--- config.mk ---
export PLATFORM = sky130hd
export DESIGN_NAME = id_stage
export DESIGN_NICKNAME = d
export VERILOG_FILES = /design/src/rtl/cpu_pkg.sv /design/src/rtl/regfile.sv /design/src/rtl/id_stage.sv
export SDC_FILE = /design/constraint.sdc
export NUM_CORES = 2
export LEC_CHECK = 0
export ABC_AREA = 0
export BUFFER_PORTS_ARGS = -buffer_cell sky130_fd_sc_hd__buf_2
export CAP_MARGIN = 40
export CORE_ASPECT_RATIO = 0.9
export CORE_UTILIZATION = 45
export CTS_CLUSTER_DIAMETER = 100
export DETAILED_ROUTE_END_ITERATION = 8
export GPL_TIMING_DRIVEN = 0
export MAX_ROUTING_LAYER = met4
export PLACE_DENSITY_LB_ADDON = 0.3
export REMOVE_ABC_BUFFERS = 1
export SLEW_MARGIN = 20
export SYNTH_ARGS = -nofsm -noshare
export SYNTH_HDL_FRONTEND = slang
export SYNTH_SLANG_ARGS = --single-unit
export TNS_END_PERCENT = 20
--- constraint.sdc ---
create_clock -name clk -period 7.6 [get_ports clk]
set_clock_uncertainty 0.15 [all_clocks]
set_input_delay 1.14 -clock clk [delete_from_list [all_inputs] [get_ports clk]]
set_output_delay 1.14 -clock clk [all_outputs]
set_load 0.1 [all_outputs]
--- src/rtl/cpu_pkg.sv ---
// cpu_pkg: shared constants for the five-stage pipeline.
// Holds the opcode and funct encodings, the ALU control (id_aluc) and PC-select (pcsrc)
// encodings, the operand forward-select encoding, and the forwarding priority function.
package cpu_pkg;

    localparam int unsigned NREG = 32;

    // Primary opcodes (inst[31:26])
    localparam logic [5:0] OP_RTYPE = 6'b000000;
    localparam logic [5:0] OP_J     = 6'b000010;
    localparam logic [5:0] OP_BEQ   = 6'b000100;
    localparam logic [5:0] OP_BNE   = 6'b000101;
    localparam logic [5:0] OP_ADDI  = 6'b001000;
    localparam logic [5:0] OP_ANDI  = 6'b001100;
    localparam logic [5:0] OP_ORI   = 6'b001101;
    localparam logic [5:0] OP_XORI  = 6'b001110;
    localparam logic [5:0] OP_LW    = 6'b100011;
    localparam logic [5:0] OP_SW    = 6'b101011;

    // R-type funct codes (inst[5:0])
    localparam logic [5:0] FN_SLL = 6'b000000;
    localparam logic [5:0] FN_SRL = 6'b000010;
    localparam logic [5:0] FN_SRA = 6'b000011;
    localparam logic [5:0] FN_ADD = 6'b100000;
    localparam logic [5:0] FN_SUB = 6'b100010;
    localparam logic [5:0] FN_AND = 6'b100100;
    localparam logic [5:0] FN_OR  = 6'b100101;
    localparam logic [5:0] FN_XOR = 6'b100110;

    typedef enum logic [2:0] {
        AluAdd = 3'b000,
        AluSub = 3'b001,
        AluAnd = 3'b010,
        AluOr  = 3'b011,
        AluXor = 3'b100,
        AluSll = 3'b101,
        AluSrl = 3'b110,
        AluSra = 3'b111
    } aluc_e;

    typedef enum logic [1:0] {
        PcSeq    = 2'b00,
        PcBranch = 2'b01,
        PcJump   = 2'b10
    } pcsrc_e;

    typedef enum logic [1:0] {
        FwdRf     = 2'b00,
        FwdExeAlu = 2'b01,
        FwdMemAlu = 2'b10,
        FwdMemMo  = 2'b11
    } fwd_e;

    // Operand source for one register read. EXE has priority over MEM; a load still in
    // EXE cannot forward (its data does not exist yet) and is handled as a stall.
    function automatic fwd_e fwd_select(input logic [4:0] src,
                                        input logic [4:0] exe_rn,
                                        input logic       exe_wreg,
                                        input logic       exe_m2reg,
                                        input logic [4:0] mem_rn,
                                        input logic       mem_wreg,
                                        input logic       mem_m2reg);
        fwd_e sel;
        sel = FwdRf;
        if (src != 5'd0) begin
            if (exe_wreg && !exe_m2reg && (exe_rn == src)) begin
                sel = FwdExeAlu;
            end else if (mem_wreg && (mem_rn == src)) begin
                sel = mem_m2reg ? FwdMemMo : FwdMemAlu;
            end
        end
        return sel;
    endfunction

endpackage

--- src/rtl/regfile.sv ---
// regfile: NREG x 32 register file for the decode stage.
// Ports: clk, clrn (async active-low clear); rna/rnb read addresses with asynchronous
// data qa/qb; we/wn/d single write port committed on posedge clk.
// Register 0 always reads zero. A read of the register being written this cycle returns
// the write data (WB bypass). While clrn is low every register, bypass included, reads 0.
module regfile
    import cpu_pkg::*;
#(
    parameter int unsigned NREG = cpu_pkg::NREG
) (
    input  logic        clk,
    input  logic        clrn,
    input  logic [4:0]  rna,
    input  logic [4:0]  rnb,
    input  logic        we,
    input  logic [4:0]  wn,
    input  logic [31:0] d,
    output logic [31:0] qa,
    output logic [31:0] qb
);

    logic [31:0] regs [NREG];
    logic        byp_en;

    // Reset has priority, so a write landing on the same edge as reset is discarded.
    always_ff @(posedge clk or negedge clrn) begin
        if (!clrn) begin
            for (int i = 0; i < int'(NREG); i++) begin
                regs[i] <= '0;
            end
        end else if (we && (wn != 5'd0)) begin
            regs[wn] <= d;
        end
    end

    assign byp_en = clrn && we && (wn != 5'd0);

    always_comb begin
        qa = regs[rna];
        if (rna == 5'd0) begin
            qa = '0;
        end else if (byp_en && (wn == rna)) begin
            qa = d;
        end
    end

    always_comb begin
        qb = regs[rnb];
        if (rnb == 5'd0) begin
            qb = '0;
        end else if (byp_en && (wn == rnb)) begin
            qb = d;
        end
    end

endmodule

--- src/rtl/id_stage.sv ---
// id_stage: instruction decode stage of the five-stage pipeline.
// Inputs: clk, clrn (async active-low), inst/dpc4 from IF/ID, destination registers and
// pending-write flags of EXE/MEM/WB, and their forwardable values.
// Outputs: wpcir (0 = stall PC and IF/ID), pcsrc/bpc/jpc for next-PC selection, and all
// id_* controls and operands for the ID/EXE register.
// Build option: define ID_FORWARD_EN to forward EXE/MEM results into id_ra/id_rb; without
// it the register file (with WB bypass) is the only source and any EXE/MEM hit stalls.
module id_stage
    import cpu_pkg::*;
#(
    parameter int unsigned NREG = cpu_pkg::NREG
) (
    input  logic        clk,
    input  logic        clrn,
    input  logic [31:0] inst,
    input  logic [31:0] dpc4,
    input  logic [4:0]  exe_rn,
    input  logic [4:0]  mem_rn,
    input  logic [4:0]  wb_rn,
    input  logic        exe_wreg,
    input  logic        exe_m2reg,
    input  logic        mem_wreg,
    input  logic        mem_m2reg,
    input  logic        wb_wreg,
    input  logic [31:0] exe_alu,
    input  logic [31:0] mem_alu,
    input  logic [31:0] mem_mo,
    input  logic [31:0] wb_data,
    output logic        wpcir,
    output logic [1:0]  pcsrc,
    output logic [31:0] bpc,
    output logic [31:0] jpc,
    output logic        id_m2reg,
    output logic        id_wmem,
    output logic        id_aluimm,
    output logic        id_shift,
    output logic        id_wreg,
    output logic [2:0]  id_aluc,
    output logic [4:0]  id_rn,
    output logic [31:0] id_ra,
    output logic [31:0] id_rb,
    output logic [31:0] id_imm
);

    logic [5:0]  op, fn;
    logic [4:0]  rs, rt, rd, sa;
    logic [15:0] imm16;
    logic [31:0] sext, zext;

    assign op    = inst[31:26];
    assign rs    = inst[25:21];
    assign rt    = inst[20:16];
    assign rd    = inst[15:11];
    assign sa    = inst[10:6];
    assign fn    = inst[5:0];
    assign imm16 = inst[15:0];
    assign sext  = {{16{imm16[15]}}, imm16};
    assign zext  = {16'd0, imm16};

    // ---------------------------------------------------------------- decode
    logic  dec_wreg, dec_wmem, dec_m2reg, dec_aluimm, dec_shift;
    logic  use_rs, use_rt, is_beq, is_bne, is_j;
    aluc_e dec_aluc;

    always_comb begin
        dec_wreg   = 1'b0;
        dec_wmem   = 1'b0;
        dec_m2reg  = 1'b0;
        dec_aluimm = 1'b0;
        dec_shift  = 1'b0;
        use_rs     = 1'b0;
        use_rt     = 1'b0;
        is_beq     = 1'b0;
        is_bne     = 1'b0;
        is_j       = 1'b0;
        dec_aluc   = AluAdd;
        id_rn      = 5'd0;
        id_imm     = sext;
        case (op)
            OP_RTYPE: begin
                id_rn = rd;
                case (fn)
                    FN_ADD, FN_SUB, FN_AND, FN_OR, FN_XOR: begin
                        dec_wreg = 1'b1;
                        use_rs   = 1'b1;
                        use_rt   = 1'b1;
                        case (fn)
                            FN_SUB:  dec_aluc = AluSub;
                            FN_AND:  dec_aluc = AluAnd;
                            FN_OR:   dec_aluc = AluOr;
                            FN_XOR:  dec_aluc = AluXor;
                            default: dec_aluc = AluAdd;
                        endcase
                    end
                    FN_SLL, FN_SRL, FN_SRA: begin
                        // Shift amount travels in id_imm; rs is not a source.
                        dec_wreg  = 1'b1;
                        dec_shift = 1'b1;
                        use_rt    = 1'b1;
                        id_imm    = {27'd0, sa};
                        case (fn)
                            FN_SRL:  dec_aluc = AluSrl;
                            FN_SRA:  dec_aluc = AluSra;
                            default: dec_aluc = AluSll;
                        endcase
                    end
                    default: id_rn = 5'd0;
                endcase
            end
            OP_ADDI: begin
                dec_wreg   = 1'b1;
                dec_aluimm = 1'b1;
                use_rs     = 1'b1;
                id_rn      = rt;
            end
            OP_ANDI, OP_ORI, OP_XORI: begin
                dec_wreg   = 1'b1;
                dec_aluimm = 1'b1;
                use_rs     = 1'b1;
                id_rn      = rt;
                id_imm     = zext;
                case (op)
                    OP_ANDI: dec_aluc = AluAnd;
                    OP_ORI:  dec_aluc = AluOr;
                    default: dec_aluc = AluXor;
                endcase
            end
            OP_LW: begin
                dec_wreg   = 1'b1;
                dec_m2reg  = 1'b1;
                dec_aluimm = 1'b1;
                use_rs     = 1'b1;
                id_rn      = rt;
            end
            OP_SW: begin
                dec_wmem   = 1'b1;
                dec_aluimm = 1'b1;
                use_rs     = 1'b1;
                use_rt     = 1'b1;
                id_rn      = rt;
            end
            OP_BEQ, OP_BNE: begin
                is_beq   = (op == OP_BEQ);
                is_bne   = (op == OP_BNE);
                use_rs   = 1'b1;
                use_rt   = 1'b1;
                id_rn    = rt;
                dec_aluc = AluSub;
            end
            OP_J: is_j = 1'b1;
            default: id_rn = 5'd0;
        endcase
    end

    // ---------------------------------------------------------------- operands
    logic [31:0] qa, qb;

    regfile #(
        .NREG(NREG)
    ) u_regfile (
        .clk  (clk),
        .clrn (clrn),
        .rna  (rs),
        .rnb  (rt),
        .we   (wb_wreg),
        .wn   (wb_rn),
        .d    (wb_data),
        .qa   (qa),
        .qb   (qb)
    );

    logic hit_a, hit_b, stall;

`ifdef ID_FORWARD_EN
    fwd_e sel_a, sel_b;

    assign sel_a = fwd_select(rs, exe_rn, exe_wreg, exe_m2reg, mem_rn, mem_wreg, mem_m2reg);
    assign sel_b = fwd_select(rt, exe_rn, exe_wreg, exe_m2reg, mem_rn, mem_wreg, mem_m2reg);

    always_comb begin
        unique case (sel_a)
            FwdExeAlu: id_ra = exe_alu;
            FwdMemAlu: id_ra = mem_alu;
            FwdMemMo:  id_ra = mem_mo;
            default:   id_ra = qa;
        endcase
        unique case (sel_b)
            FwdExeAlu: id_rb = exe_alu;
            FwdMemAlu: id_rb = mem_alu;
            FwdMemMo:  id_rb = mem_mo;
            default:   id_rb = qb;
        endcase
    end

    // An EXE result can be forwarded to the ALU but not in time for the ID-stage branch
    // compare, so branches wait as well as load consumers.
    assign hit_a = use_rs && (rs != 5'd0) && exe_wreg && (exe_rn == rs) &&
                   (exe_m2reg || is_beq || is_bne);
    assign hit_b = use_rt && (rt != 5'd0) && exe_wreg && (exe_rn == rt) &&
                   (exe_m2reg || is_beq || is_bne);
`else
    logic unused_fwd;

    assign unused_fwd = ^{exe_alu, mem_alu, mem_mo, exe_m2reg, mem_m2reg};
    assign id_ra      = qa;
    assign id_rb      = qb;

    // Without forwarding, any in-flight write to a source must drain through WB first.
    assign hit_a = use_rs && (rs != 5'd0) &&
                   ((exe_wreg && (exe_rn == rs)) || (mem_wreg && (mem_rn == rs)));
    assign hit_b = use_rt && (rt != 5'd0) &&
                   ((exe_wreg && (exe_rn == rt)) || (mem_wreg && (mem_rn == rt)));
`endif

    assign stall = hit_a || hit_b;

    // ---------------------------------------------------------------- branch / outputs
    logic   taken;
    pcsrc_e pcsrc_raw;

    assign taken     = (is_beq && (id_ra == id_rb)) || (is_bne && (id_ra != id_rb));
    assign pcsrc_raw = is_j ? PcJump : (taken ? PcBranch : PcSeq);

    assign bpc = dpc4 + {sext[29:0], 2'b00};
    assign jpc = {dpc4[31:28], inst[25:0], 2'b00};

    // A stall turns this slot into a bubble: nothing is written and the PC holds.
    assign wpcir     = !stall;
    assign pcsrc     = stall ? PcSeq : pcsrc_raw;
    assign id_wreg   = dec_wreg && !stall;
    assign id_wmem   = dec_wmem && !stall;
    assign id_m2reg  = dec_m2reg;
    assign id_aluimm = dec_aluimm;
    assign id_shift  = dec_shift;
    assign id_aluc   = dec_aluc;

endmodule
# Word level (Yosys, flattened, before mapping)
# Index checks and enable logic that the tools add are counted.
# totals
regBits	1024
in_bits	214
wordCells	141
out_inout_bits	176
# classes
n_mux	38
eq_ne	24
bitwise_logic	3
magnitude_cmp	4
addsub	1
n_reduce_logical	39
# op_table
cell	count
$bwmux W1024	1
$bmux W32 S5	2
$mux W32	10
$demux W32 S5	1
$pmux W32 S2	1
$eq A6 B6 Y1 const B	7
$add A32 B32 Y32	1
$eq A32 B32 Y1	1
$ne A32 B32 Y1	1
$eq A5 B5 Y1	6
$eq A6 B4 Y1 const B	4
$eq A6 B2 Y1 const B	3
$ge A6 B6 Y1 const B	3
$logic_and A1 B1 Y1	18
$not A5 Y6	3
$reduce_or A8 Y1	2
$reduce_bool A5 Y1	3
$eq A6 B3 Y1 const B	2
$logic_not A6 Y1	2
$pmux W3 S2	2
$pmux W3 S4	1
$mux W1	11
$logic_not A5 Y1	2
$pmux W5 S2	1
12 further kinds	21

# Longest topological paths before layout
# logic_depth
word_depth	12
depth_mapped	16
mapped_depth_nobuf	13

# Cells and area by module
# Synthesis repeated with hierarchy kept, for this count alone.
# hier_totals
cells_unflattened	4331
hier_area_um2	58602.5
# by_module_without_submodules
mod	n_inst	seq_area_each_um2	cells_each	area_per_inst_um2
regfile	1	25624.6	3885	55423.2
id_stage	1	0.0	446	3179.3

# Worst setup path before layout
# No wires, ideal clock.
# synth_timing
path_type	input -> output
from	input inst[17]
to	output pcsrc[0]
cell_stages	13
required_ns	6.310
slack_ns	-1.789
n_path_buf	5
t_arrival_ns	8.099
path_cell_list	clkbuf_1 > buf_2 > buf_4 > buf_2 > clkbuf_1 > mux4_2 > o22ai_1 > o41ai_1 > xnor2_1 > nand4_1 > nor4b_1 > nand4_1 > a21oi_1
# synth_between
elab_chain_len	12
elab_cells_between_ends	26
classes_between	eq/ne: 5; mux: 8; bitwise: 1; reduce/logical: 12
# synth_rtl
item	line	text
from (decl)	id_stage.sv:15	input logic [31:0] inst,
$not A5 Y6 (not written as such)	regfile.sv:48	qb = regs[rnb];
$bmux W32 S5	regfile.sv:48	
$mux W32 (not written as such) (2 in series)	regfile.sv:48	
$mux W32	regfile.sv:51	end else if (byp_en && (wn == rnb)) begin
$mux W32 *	regfile.sv:49	if (rnb == 5'd0) begin
net id_rb[27]	id_stage.sv:41	output logic [31:0] id_rb,
$eq A32 B32 Y1 / $ne A32 B32 Y1 (equally long branches)	id_stage.sv:221	assign taken = (is_beq && (id_ra == id_rb)) || (is_bne && (id_ra != id_rb));
$logic_and A1 B1 Y1	id_stage.sv:221	
$logic_or A1 B1 Y1 *	id_stage.sv:221	
$mux W1 *	id_stage.sv:222	assign pcsrc_raw = is_j ? PcJump : (taken ? PcBranch : PcSeq);
$mux W2 *	id_stage.sv:222	
$mux W2 *	id_stage.sv:229	assign pcsrc = stall ? PcSeq : pcsrc_raw;
to (decl)	id_stage.sv:30	output logic [1:0] pcsrc,
# Mark *: on every way through the listed nets, which the timed path passes. The rest lies on a longest branch. The select of a mux whose other input is x is not followed.

# Worst setup path in the final report
# layout_timing
from	input inst[17]
to	output pcsrc[0]
# layout_between
elab_chain_len	12
elab_cells_between_ends	26
classes_between	eq/ne: 5; mux: 8; bitwise: 1; reduce/logical: 12
# layout_rtl
item	line
$not A5 Y6 (not written as such)	regfile.sv:48
$bmux W32 S5	regfile.sv:48
$mux W32 (not written as such) (2 in series)	regfile.sv:48
$mux W32	regfile.sv:51
$mux W32	regfile.sv:49
$eq A32 B32 Y1 / $ne A32 B32 Y1 (equally long branches)	id_stage.sv:221
$logic_and A1 B1 Y1	id_stage.sv:221
$logic_or A1 B1 Y1	id_stage.sv:221
$mux W1	id_stage.sv:222
$mux W2	id_stage.sv:222
$mux W2 *	id_stage.sv:229
# Every way passes the cells marked *; elsewhere a longest branch is shown, timed or not. The select of a mux whose other input is x is not followed.

==> PnR_summary.wiki <==
{| class="wikitable"
! Metric !! Value
|-
| Clock tree from TritonCTS || yes
|-
| Initial cell density of the core || 0.454
|-
| Final antenna-violating net count || 0
|-
| Inserted Clock Buffers || 111
|-
| Max-cap viol count || 0
|-
| IO Pins || 390
|-
| Area of the core || 0.127 mm2
|-
| Post-detailed-placement half-perimeter wirelength || 122,000 um
|-
| 1st-iter DRT viols || 4,307
|-
| Layout cell share with drive strength beyond 1 || 0.526
|-
| Register bank with the most flops || u_regfile.regs
|-
| Area grow syn2layout || 14.5%
|-
| Largest regs || u_regfile.regs (1024)
|-
| CTS Root Cell || sky130_fd_sc_hd__clkbuf_16
|-
| Startpoint kind of the worst setup timing path || input port
|-
| Max-slew violation count || 0
|-
| Global-route wire length before repair || 275,000 um
|-
| Register clock-pin slew on the reported worst setup and hold paths || 0.06 ns
|-
| Fmax || 0.134 GHz
|-
| Standby leakage power || 28.7 nW
|-
| Number of nets in the layout || 4,305
|-
| Worst-case setup margin in the final layout || 0.163 ns
|-
| Mean area per synthesized cell || 14.4 um2
|-
| Last weighted congestion value of the routability-driven placer || 0.827
|-
| Data required time at the worst endpoint || 6.31 ns
|-
| Yosys warning count || 0
|-
| Mapped Cells || 4,000
|-
| Number of antenna violations at the first check in global routing || 11
|-
| Biggest fanout along the worst timing path || 66
|-
| Flip-flop cell with the highest count after synthesis || sky130_fd_sc_hd__dfrtp_1
|-
| Pin count of the biggest net entering global routing || 139
|-
| Final-report setup violation count || 0
|-
| Total gr overflow || 0
|-
| Max-slew headroom || 0.412
|-
| Vias || 38,800
|-
| Number of port buffers || 285
|-
| Seq/Total Area, Yosys || 0.445
|-
| Minimum hold slack || 0.232 ns
|-
| Type of destination of the critical path || output pin
|-
| Fin crit share || 0.979
|-
| Count of flip-flops with a built-in enable after synthesis || 0
|-
| Share of synthesized registers carrying an async set or reset || 1.00
|-
| Remaining DRCs || 0
|-
| Fill cell instance count of the final layout || 10,500
|-
| Final routed wirelength across all metal layers || 190,000 um
|-
| Worst Setup Slack post-DPL || -0.853 ns
|-
| Sinks on the clock net || 1,024
|-
| Status || finished, final reports clean
|-
| Util after Layout || 0.519
|-
| Total global-route track usage || 0.302
|-
| Max VDD drop || 0.000196 V
|-
| DIE AREA || 0.129 mm2
|-
| Leading cell type in the layout, fill and taps excluded || sky130_fd_sc_hd__dfrtp_1
|-
| Site Rows || 124
|-
| Die Y || 341 um
|-
| Measured slew at the worst slew-check pin || 0.880 ns
|-
| Unique masters post-synth || 80
|-
| Average detailed-routed wire length per instance || 32.5 um
|-
| Worst Setup Path Type || input port to output pin
|-
| Min Tclk post-route || 7.44 ns
|-
| Buffers from clock root to sink, at most || 3
|-
| Die width || 379 um
|-
| Areal power density over the cells || 265 mW/mm2
|-
| Number of iterations in the first detailed-routing pass || 5
|-
| Routed vias/inst || 6.62
|-
| Overall Power || 17.4 mW
|-
| Total standard cell area after synthesis || 0.0576 mm2
|-
| Number of flip-flops in the largest register || 1,024
|-
| Signal arrival time at the worst endpoint || 6.15 ns
|-
| Number of failing hold endpoints at the final stage || 0
|-
| Hold Path Class || flop to flop
|-
| Synthesized flop and latch total || 1,024
|-
| Commonest non-fill, non-tap cells in the layout || sky130_fd_sc_hd__dfrtp_1, sky130_fd_sc_hd__mux2_2, sky130_fd_sc_hd__mux4_2, sky130_fd_sc_hd__buf_2, sky130_fd_sc_hd__clkbuf_16
|-
| Htree depth || 3
|-
| Vias in the first global route || 38,500
|-
| Later-pin clock latency in the skew report || 0.70 ns
|}
==> cell families (layout without fill, tap and decap cells) <==
logic type,Yosys count,count (layout),synth area share
AOI/OAI and AO/OA,395,395,0.0494
xor gates and xnor gates,87,87,0.0132
adders and majority gates,30,30,0.00665
buffers and inverters,501,645,0.0410
DFF,1024,1024,0.445
muxes,1579,1579,0.412
other,1,14,0.0000651
and+or+nand+nor,383,383,0.0327
==> per-layer routing <==
metal  wire, um  GRT usage  vias to the layer above
met5          0          -                        -
met4       8260      0.115                        0
met3      17800     0.0692                      460
met2      88500      0.453                     2009
met1      75600      0.398                    20800
li1           -          -                    15600
==> through the flow <==
step,cells,cell area (um2),TNS [ns]
after global routing,5855,65900,-0.0543
after floorplan,3527,55300,-105.67
after CTS,5838,65700,0
final,5858,65900,0
after detailed placement,5632,61900,-0.853
after global placement,5513,58900,-
==> area by class of cell <==
class | count | area [um2] | share of cell area
well taps | 1701 | 2130 | 0.0323
multi-input cells | 2476 | 30000 | 0.455
flip-flops and latches | 1024 | 25600 | 0.389
inverters | 27 | 108 | 0.00163
clock buffers | 164 | 3310 | 0.0502
diodes | 12 | 30.0 | 0.000456
repair buffers | 421 | 4320 | 0.0656
clock inverters | 33 | 395 | 0.00600
==> where the power goes <==
part	leakage, nW	internal (mW)	switching, mW
Sequential	13.2	6.48	0.725
Combinational	13.7	2.18	2.49
Clock	1.83	3.26	2.30
Total	28.7	11.9	5.51
==> synthesized netlist by cell type, types with 22 or more instances <==
cell type	count	area, um2
sky130_fd_sc_hd__nor2b_1	22	138
sky130_fd_sc_hd__mux4_2	534	12000
sky130_fd_sc_hd__buf_4	73	548
sky130_fd_sc_hd__a21oi_1	37	185
sky130_fd_sc_hd__clkbuf_1	277	1040
sky130_fd_sc_hd__xnor2_1	46	403
sky130_fd_sc_hd__inv_1	25	93.8
sky130_fd_sc_hd__buf_2	53	265
sky130_fd_sc_hd__nand3_1	38	190
sky130_fd_sc_hd__buf_1	53	199
sky130_fd_sc_hd__mux2i_1	67	671
sky130_fd_sc_hd__nand2_1	132	495
sky130_fd_sc_hd__a22oi_1	76	571
sky130_fd_sc_hd__dfrtp_1	1024	25600
sky130_fd_sc_hd__o21ai_0	54	270
sky130_fd_sc_hd__a211oi_1	35	263
sky130_fd_sc_hd__ha_1	29	363
sky130_fd_sc_hd__o22ai_1	29	181
sky130_fd_sc_hd__mux2_2	978	11000
sky130_fd_sc_hd__nor2_1	76	285
sky130_fd_sc_hd__xor2_1	41	359
==> critical path, stage by stage <==
cell and delay [ns]:
sky130_fd_sc_hd__buf_8 0.40, sky130_fd_sc_hd__buf_16 0.37, sky130_fd_sc_hd__buf_16 0.33, sky130_fd_sc_hd__buf_16 0.37, sky130_fd_sc_hd__mux4_2 0.38, sky130_fd_sc_hd__mux4_2 0.46, sky130_fd_sc_hd__o21ai_0 0.27, sky130_fd_sc_hd__o21ai_2 0.16
sky130_fd_sc_hd__xor2_1 0.26, sky130_fd_sc_hd__or4_1 0.63, sky130_fd_sc_hd__nor4_4 0.21, sky130_fd_sc_hd__nand4_1 0.14, sky130_fd_sc_hd__a21oi_2 0.42, sky130_fd_sc_hd__buf_4 0.38
==> worst paths after layout <==
kind | from | end | slack (ns) | depth (start not counted)
worst min-delay path | u_regfile.regs[999]$_DFFE_PN0P_ | u_regfile.regs[999]$_DFFE_PN0P_ | 0.23 | 0
worst max-delay path | inst[17] | pcsrc[0] | 0.16 | 14
min in group asynchronous | clrn | u_regfile.regs[99]$_DFFE_PN0P_ | 0.36 | 2
max in group asynchronous | clrn | u_regfile.regs[751]$_DFFE_PN0P_ | 4.76 | 5
worst min register to register | u_regfile.regs[999]$_DFFE_PN0P_ | u_regfile.regs[999]$_DFFE_PN0P_ | 0.23 | 0
worst max register to register | u_regfile.regs[122]$_DFFE_PN0P_ | u_regfile.regs[122]$_DFFE_PN0P_ | 6.63 | 1
==> timing repair <==
item,in CTS,in global routing
setup buffers,9,5
pin swaps,5,3
hold buffers,0,0
gates resized for setup,11,3
gates cloned,0,3
setup endpoints to repair,1,1
(Power assumes the default switching activity.)
